### config.mk
export PLATFORM = sky130hd
export DESIGN_NAME = hazard_ctrl
export DESIGN_NICKNAME = d
export VERILOG_FILES = /design/src/rtl/hazard_ctrl.sv
export SDC_FILE = /design/constraint.sdc
export NUM_CORES = 1
export LEC_CHECK = 0
export BUFFER_PORTS_ARGS = -buffer_cell sky130_fd_sc_hd__buf_4
export CAP_MARGIN = 15
export CORE_UTILIZATION = 56
export CTS_CLUSTER_SIZE = 10
export DETAILED_ROUTE_END_ITERATION = 12
export PLACE_DENSITY = 0.85
export REMOVE_ABC_BUFFERS = 1
export SYNTH_ARGS = -nofsm -noshare
export SYNTH_HDL_FRONTEND = slang
export SYNTH_SLANG_ARGS = --single-unit
### constraint.sdc
create_clock -name clk_i -period 4.74 [get_ports clk_i]
set_clock_uncertainty 0.2 [all_clocks]
set_input_delay 1.185 -clock clk_i [delete_from_list [all_inputs] [get_ports clk_i]]
set_output_delay 1.185 -clock clk_i [all_outputs]
set_load 0.02 [all_outputs]
### src/rtl/hazard_ctrl.sv
// Pipeline hazard controller: load-use interlock, data-memory freeze and
// branch flush handling, plus saturating stall/flush event counters.
module hazard_ctrl (
    input  logic        clk_i,
    input  logic        rst_i,
    input  logic        IDEX_MemRead_i,
    input  logic [4:0]  IDEX_Rt_i,
    input  logic [4:0]  IFID_Rs_i,
    input  logic [4:0]  IFID_Rt_i,
    input  logic        branch_taken_i,
    input  logic        dmem_stall_i,
    input  logic        clear_i,
    output logic        PCWrite_o,
    output logic        IFIDWrite_o,
    output logic        IDEXWrite_o,
    output logic        bubble_o,
    output logic        IFIDFlush_o,
    output logic [1:0]  state_o,
    output logic [15:0] stall_cnt_o,
    output logic [15:0] flush_cnt_o
);

    localparam logic [1:0] ST_RUN    = 2'b00;
    localparam logic [1:0] ST_LDUSE  = 2'b01;
    localparam logic [1:0] ST_FREEZE = 2'b10;

    logic        load_use_s;
    logic        flush_pend_r;
    logic [1:0]  state_r;
    logic [1:0]  state_nxt_s;
    logic [15:0] stall_cnt_r;
    logic [15:0] flush_cnt_r;

    function automatic logic [15:0] sat_inc(input logic [15:0] v);
        if (v == 16'hFFFF) begin
            return v;
        end else begin
            return v + 16'd1;
        end
    endfunction

    assign load_use_s = IDEX_MemRead_i && (IDEX_Rt_i != 5'd0) &&
                        ((IDEX_Rt_i == IFID_Rs_i) || (IDEX_Rt_i == IFID_Rt_i));

    // Pipeline enables: held inactive while reset is asserted so nothing advances.
    always_comb begin
        PCWrite_o   = 1'b0;
        IFIDWrite_o = 1'b0;
        IDEXWrite_o = 1'b0;
        bubble_o    = 1'b0;
        IFIDFlush_o = 1'b0;
        if (!rst_i) begin
            PCWrite_o   = 1'b0;
            IFIDWrite_o = 1'b0;
            IDEXWrite_o = 1'b0;
            bubble_o    = 1'b0;
            IFIDFlush_o = 1'b0;
        end else begin
            PCWrite_o   = !(dmem_stall_i || load_use_s);
            IFIDWrite_o = !(dmem_stall_i || load_use_s);
            IDEXWrite_o = !dmem_stall_i;
            bubble_o    = load_use_s && !dmem_stall_i;
            IFIDFlush_o = !dmem_stall_i && !load_use_s &&
                          (branch_taken_i || flush_pend_r);
        end
    end

    // Next-state selection; any current state (including 2'b11) follows the inputs.
    always_comb begin
        state_nxt_s = ST_RUN;
        if (dmem_stall_i) begin
            state_nxt_s = ST_FREEZE;
        end else if (load_use_s) begin
            state_nxt_s = ST_LDUSE;
        end else begin
            state_nxt_s = ST_RUN;
        end
    end

    // State and deferred-flush tracking; a branch seen during a freeze is replayed afterwards.
    always_ff @(posedge clk_i or negedge rst_i) begin
        if (!rst_i) begin
            state_r      <= ST_RUN;
            flush_pend_r <= 1'b0;
        end else begin
            state_r <= state_nxt_s;
            if (branch_taken_i && dmem_stall_i) begin
                flush_pend_r <= 1'b1;
            end else if (IFIDFlush_o) begin
                flush_pend_r <= 1'b0;
            end else begin
                flush_pend_r <= flush_pend_r;
            end
        end
    end

    // Saturating event counters; clear wins over increment.
    always_ff @(posedge clk_i or negedge rst_i) begin
        if (!rst_i) begin
            stall_cnt_r <= 16'd0;
            flush_cnt_r <= 16'd0;
        end else if (clear_i) begin
            stall_cnt_r <= 16'd0;
            flush_cnt_r <= 16'd0;
        end else begin
            if (!PCWrite_o) begin
                stall_cnt_r <= sat_inc(stall_cnt_r);
            end else begin
                stall_cnt_r <= stall_cnt_r;
            end
            if (IFIDFlush_o) begin
                flush_cnt_r <= sat_inc(flush_cnt_r);
            end else begin
                flush_cnt_r <= flush_cnt_r;
            end
        end
    end

    assign state_o     = state_r;
    assign stall_cnt_o = stall_cnt_r;
    assign flush_cnt_o = flush_cnt_r;

endmodule

==> Yosys cells after proc, flatten, opt, wreduce, memory -nomap -nowiden <==
Cells that the tools add are included.
{ "op_classes": {"addsub": 2, "n_eq_ne": 7, "mux": 14, "n_reduce_logical": 17} }
{ "op_table": {"columns": ["cell", "count"], "rows": [
  ["$mux 16", 6],
  ["$add 16x1->16 const B", 2],
  ["$eq 16x16->1 const B", 2],
  ["$eq 5x5->1", 2],
  ["$mux 1", 7],
  ["$logic_and 1x1->1", 6],
  ["$ne 2x2->1 const B", 3],
  ["$reduce_bool 5->1", 1],
  ["$reduce_and 2->1", 2],
  ["$reduce_bool 2->1", 2],
  ["$logic_not 1->1", 3],
  ["$logic_or 1x1->1", 3],
  ["$mux 2", 1]
]} }
{ "totals": {"register_bits": 35, "in_bits": 21, "wordCells": 44} }

==> Depth between registers and ports, before layout <==
{ "depth": {"ltp_word": 9, "ltp_mapped": 9, "depth_no_buf": 7} }

==> Worst setup path before layout <==
No wires, ideal clock.
{ "synth_timing": {"kind": "input -> output", "startpoint": "input port IDEX_Rt_i[1]", "endpoint": "output port PCWrite_o", "arrival_ps": 2725, "path_slack_ps": 630, "cell_stages": 6, "path_buffers": 2, "cell_sequence": "or4_4 -> o21ai_4 -> o21ai_2 -> inv_2 -> clkbuf_1 -> buf_4"} }
{ "synth_via": {"elab_chain_len": 6, "word_cells_on_any_way": 9, "cone_classes": "eq/ne (2); mux (1); reduce/logical (6)"} }
{ "synth_rtl": {"columns": ["item", "line", "rtl"], "rows": [
  ["start, declared", "7", "input logic [4:0] IDEX_Rt_i,"],
  ["$eq 5x5->1 / $reduce_bool 5->1 (equally long branches)", "43, 42", null],
  ["$logic_or 1x1->1 / $logic_and 1x1->1 (equally long branches)", "43, 42", null],
  ["$logic_and 1x1->1 *", "42", "assign load_use_s = IDEX_MemRead_i && (IDEX_Rt_i != 5'd0) &&"],
  ["$logic_or 1x1->1 *", null, null],
  ["$logic_not 1->1 *", null, null],
  ["$mux 1 *", null, null],
  ["end, declared", "13", "output logic PCWrite_o,"]
]} }
Mark *: on every way between the ends. The rest lies on a longest branch, timed or not.

==> Final worst setup path <==
{ "layout_timing": {"startpoint": "input port IDEX_Rt_i[1]", "endpoint": "output port IFIDWrite_o"} }
{ "layout_via": {"elab_chain_len": 6, "word_cells_on_any_way": 9, "cone_classes": "eq/ne (2); mux (1); reduce/logical (6)"} }
{ "layout_rtl": {"columns": ["item", "line", "rtl"], "rows": [
  ["$eq 5x5->1 / $reduce_bool 5->1 (equally long branches)", "43, 42", null],
  ["$logic_or 1x1->1 / $logic_and 1x1->1 (equally long branches)", "43, 42", null],
  ["$logic_and 1x1->1 *", "42", null],
  ["$logic_or 1x1->1 *", "60", "IFIDWrite_o = !(dmem_stall_i || load_use_s);"],
  ["$logic_not 1->1 *", "60", null],
  ["$mux 1 *", "52", "if (!rst_i) begin"],
  ["end, declared", "14", "output logic IFIDWrite_o,"]
]} }
Marks and branches as above.

==> results.cfg <==
[logic_synthesis]
ys_types = 40
yosys_warnings = 0
yosysMostFrequentCell = dfrtp_1
synth_area_um2 = 2090
syn_inst = 228
synth_seq_cells = 35
ys.flop_type = dfrtp_1
synth_commonest_cells = 35 x dfrtp_1, 28 x a21oi_1, 19 x or4_1
synth_edf_count = 0
synthTopCellsByArea = dfrtp_1 42%, or4_1 6.8%, a21oi_1 6.7%
synth_top_area_share_pct = 41.9
synth_top_cell_by_area = dfrtp_1
seq_area_frac_synth_pct = 41.9
post_synth.cell_area_avg_um2 = 9.17
synthArstFlopShare_pct = 100

[timing]
setup-violations-final = 0
worst_pin_slew_ns = 0.696
hold_viol_final = 0
period_share_pct = 85.6
grt_setup_unrepaired = no
maxSlewViolCount = 0
timing.slew.headroom_pct = 53.4
whs_ns = 0.309
setup_tns_ns = 0
finalCriticalPeriod_ns = 4.06
timing.fmax_mhz = 247

[global_routing]
track_usage_pct = 27.4
grt_util_met1_pct = 33.0
grt_pass1_vias = 1991
grt_overflow = 0
met2_usage_pct = 48.1
antenna_found_initial = 0
busiest_layer = met2
grt_max_degree = 36
grt_pass1_wl_um = 8680
grt_use_met3_pct = 5.80

[clock_network]
clock_latency_ns = 0.29
cts_buffers = 5
cts-resized-gates = 0
cts_buffer_depth = 2
h-tree-depth = 2
post_cts_buffers = 0
clock_sinks = 35
root_buffer = clkbuf_8
cts_hold_buf = 0
clkTransAtPathRegs_ns = 0.07
tritoncts = done

[die]
core_area_um2 = 3470
rows = 21
die_y_um = 63.1
io_pins = 60
die_w_um = 63.1
design.die.area_um2 = 3980
start_util_pct = 60.3

[drt]
drt_iter0_drc = 167
ant_nets = 0
vias = 2050
drc = 0
routed_wl_um = 4990
wl_per_cell_um = 15.0
first_pass_iters = 4
viasPerCell = 6.17

[cells_and_area]
multi_input_area_um2 = 1120
layout-drive-gt1-share_pct = 27.6
num_antenna_cells = 0
fill_cells = 282
fin_nets = 308
seq_area_um2 = 876
syn_to_final_growth_pct = 26.8
finalNonFillerCells = 332

[outcome]
status = completed

[worst_setup_path]
startpoint_type = input pin
setup.worst_path.start = IDEX_Rt_i[1]
cp.required_ns = 3.36
crit_fanout = 27
crit_arrival_ns = 2.67
reg2reg_from = flush_cnt_o[0]
end_kind = primary output
crit_type = in2out

[pwr]
max-vdd-ir-drop_uv = 185
cellPowerDensity_nw_per_um2 = 239
finalPower_mw = 0.635
p_leak_nw = 1.14

[run]
maxCapViolations = 0

[min_path]
min_from = flush_pend_r
min_path_type = reg2reg

[placed_design]
hpwl_um = 3480
io_buffers = 59
gp_congestion = 0.857
dp.cells = 324
[area by class of cell]
type,instances,area share [%]
Clock buffer,8,3.78
Inverter,7,0.992
Multi-Input combinational cell,174,42.4
Sequential cell,35,33.1
Tap cell,46,2.17
Timing Repair Buffer,62,17.6
[metrics by stage]
step           worst slack [ns]  util, %  area [µm²]
2_1_floorplan             0.963        -        2030
3_3_place_gp              0.719     73.5        2550
3_5_place_dp              0.687     73.5        2550
4_1_cts                   0.686     76.4        2650
5_1_grt                   0.614     76.4        2650
6_report                  0.684     76.4        2650
[final timing paths]
check / endpoint / slack [ns] / cells after the start
worst max register to register: flush_cnt_o[4] / 2.18 / 8
worst min-delay path: flush_pend_r / 0.31 / 1
worst max-delay path: IFIDWrite_o / 0.68 / 6
min in group asynchronous: stall_cnt_o[15] / 0.76 / 2
max in group asynchronous: stall_cnt_o[5] / 3.26 / 2
worst min register to register: flush_pend_r / 0.31 / 1
[kinds of logic (layout without fill, tap and decap cells)]
family                     count (synthesis)  in the layout  share of synthesized area [%]
AOI/OAI and AO/OA                         67             67                           21.2
xor gates and xnor gates                  10             10                           4.19
adders and majority gates                  2              2                           1.20
buffers and inverters                     19             77                           4.31
DFF                                       35             35                           41.9
muxes                                      2              2                           1.08
and+or+nand+nor                           93             93                           26.2
[state kept, by name (all words and copies together), names as in the netlist]
name and flops:
flush_cnt_o 16, stall_cnt_o 16, state_o 2, flush_pend_r 1
[critical path, cell delays in order]
cell	delay [ns]
buf_4	0.13
or4_4	0.55
o21ai_4	0.18
o21ai_2	0.12
inv_2	0.30
buf_4	0.21
[power breakdown]
group	internal, mW	switching [mW]
combinational	0.0360	0.0472
clock	0.133	0.109
sequential	0.303	0.00597
[cells in the final DEF, fill, tap and decap left out, types with 2 or more instances in the layout]
| cell type | instances |
|---|---|
| nor2_1 | 6 |
| nand4_1 | 7 |
| and4_1 | 3 |
| o31ai_1 | 17 |
| and2_1 | 4 |
| xnor2_1 | 10 |
| and3_1 | 9 |
| or3_1 | 7 |
| clkbuf_8 | 7 |
| o41ai_1 | 3 |
| nor2b_1 | 2 |
| mux2_2 | 2 |
| buf_4 | 62 |
| dfrtp_1 | 35 |
| ha_1 | 2 |
| inv_1 | 6 |
| nand2_1 | 15 |
| or4_1 | 19 |
| nor3_1 | 2 |
| nand3_1 | 14 |
| a21oi_1 | 28 |
| o21ai_0 | 8 |
| or2_2 | 2 |
[routing by layer]
layer	vias to the layer above	wire [µm]
met4	0	57
met5	-	0
met3	5	247
met1	983	2220
li1	996	-
met2	66	2470
Note: power is estimated with default switching activity, not from simulation.
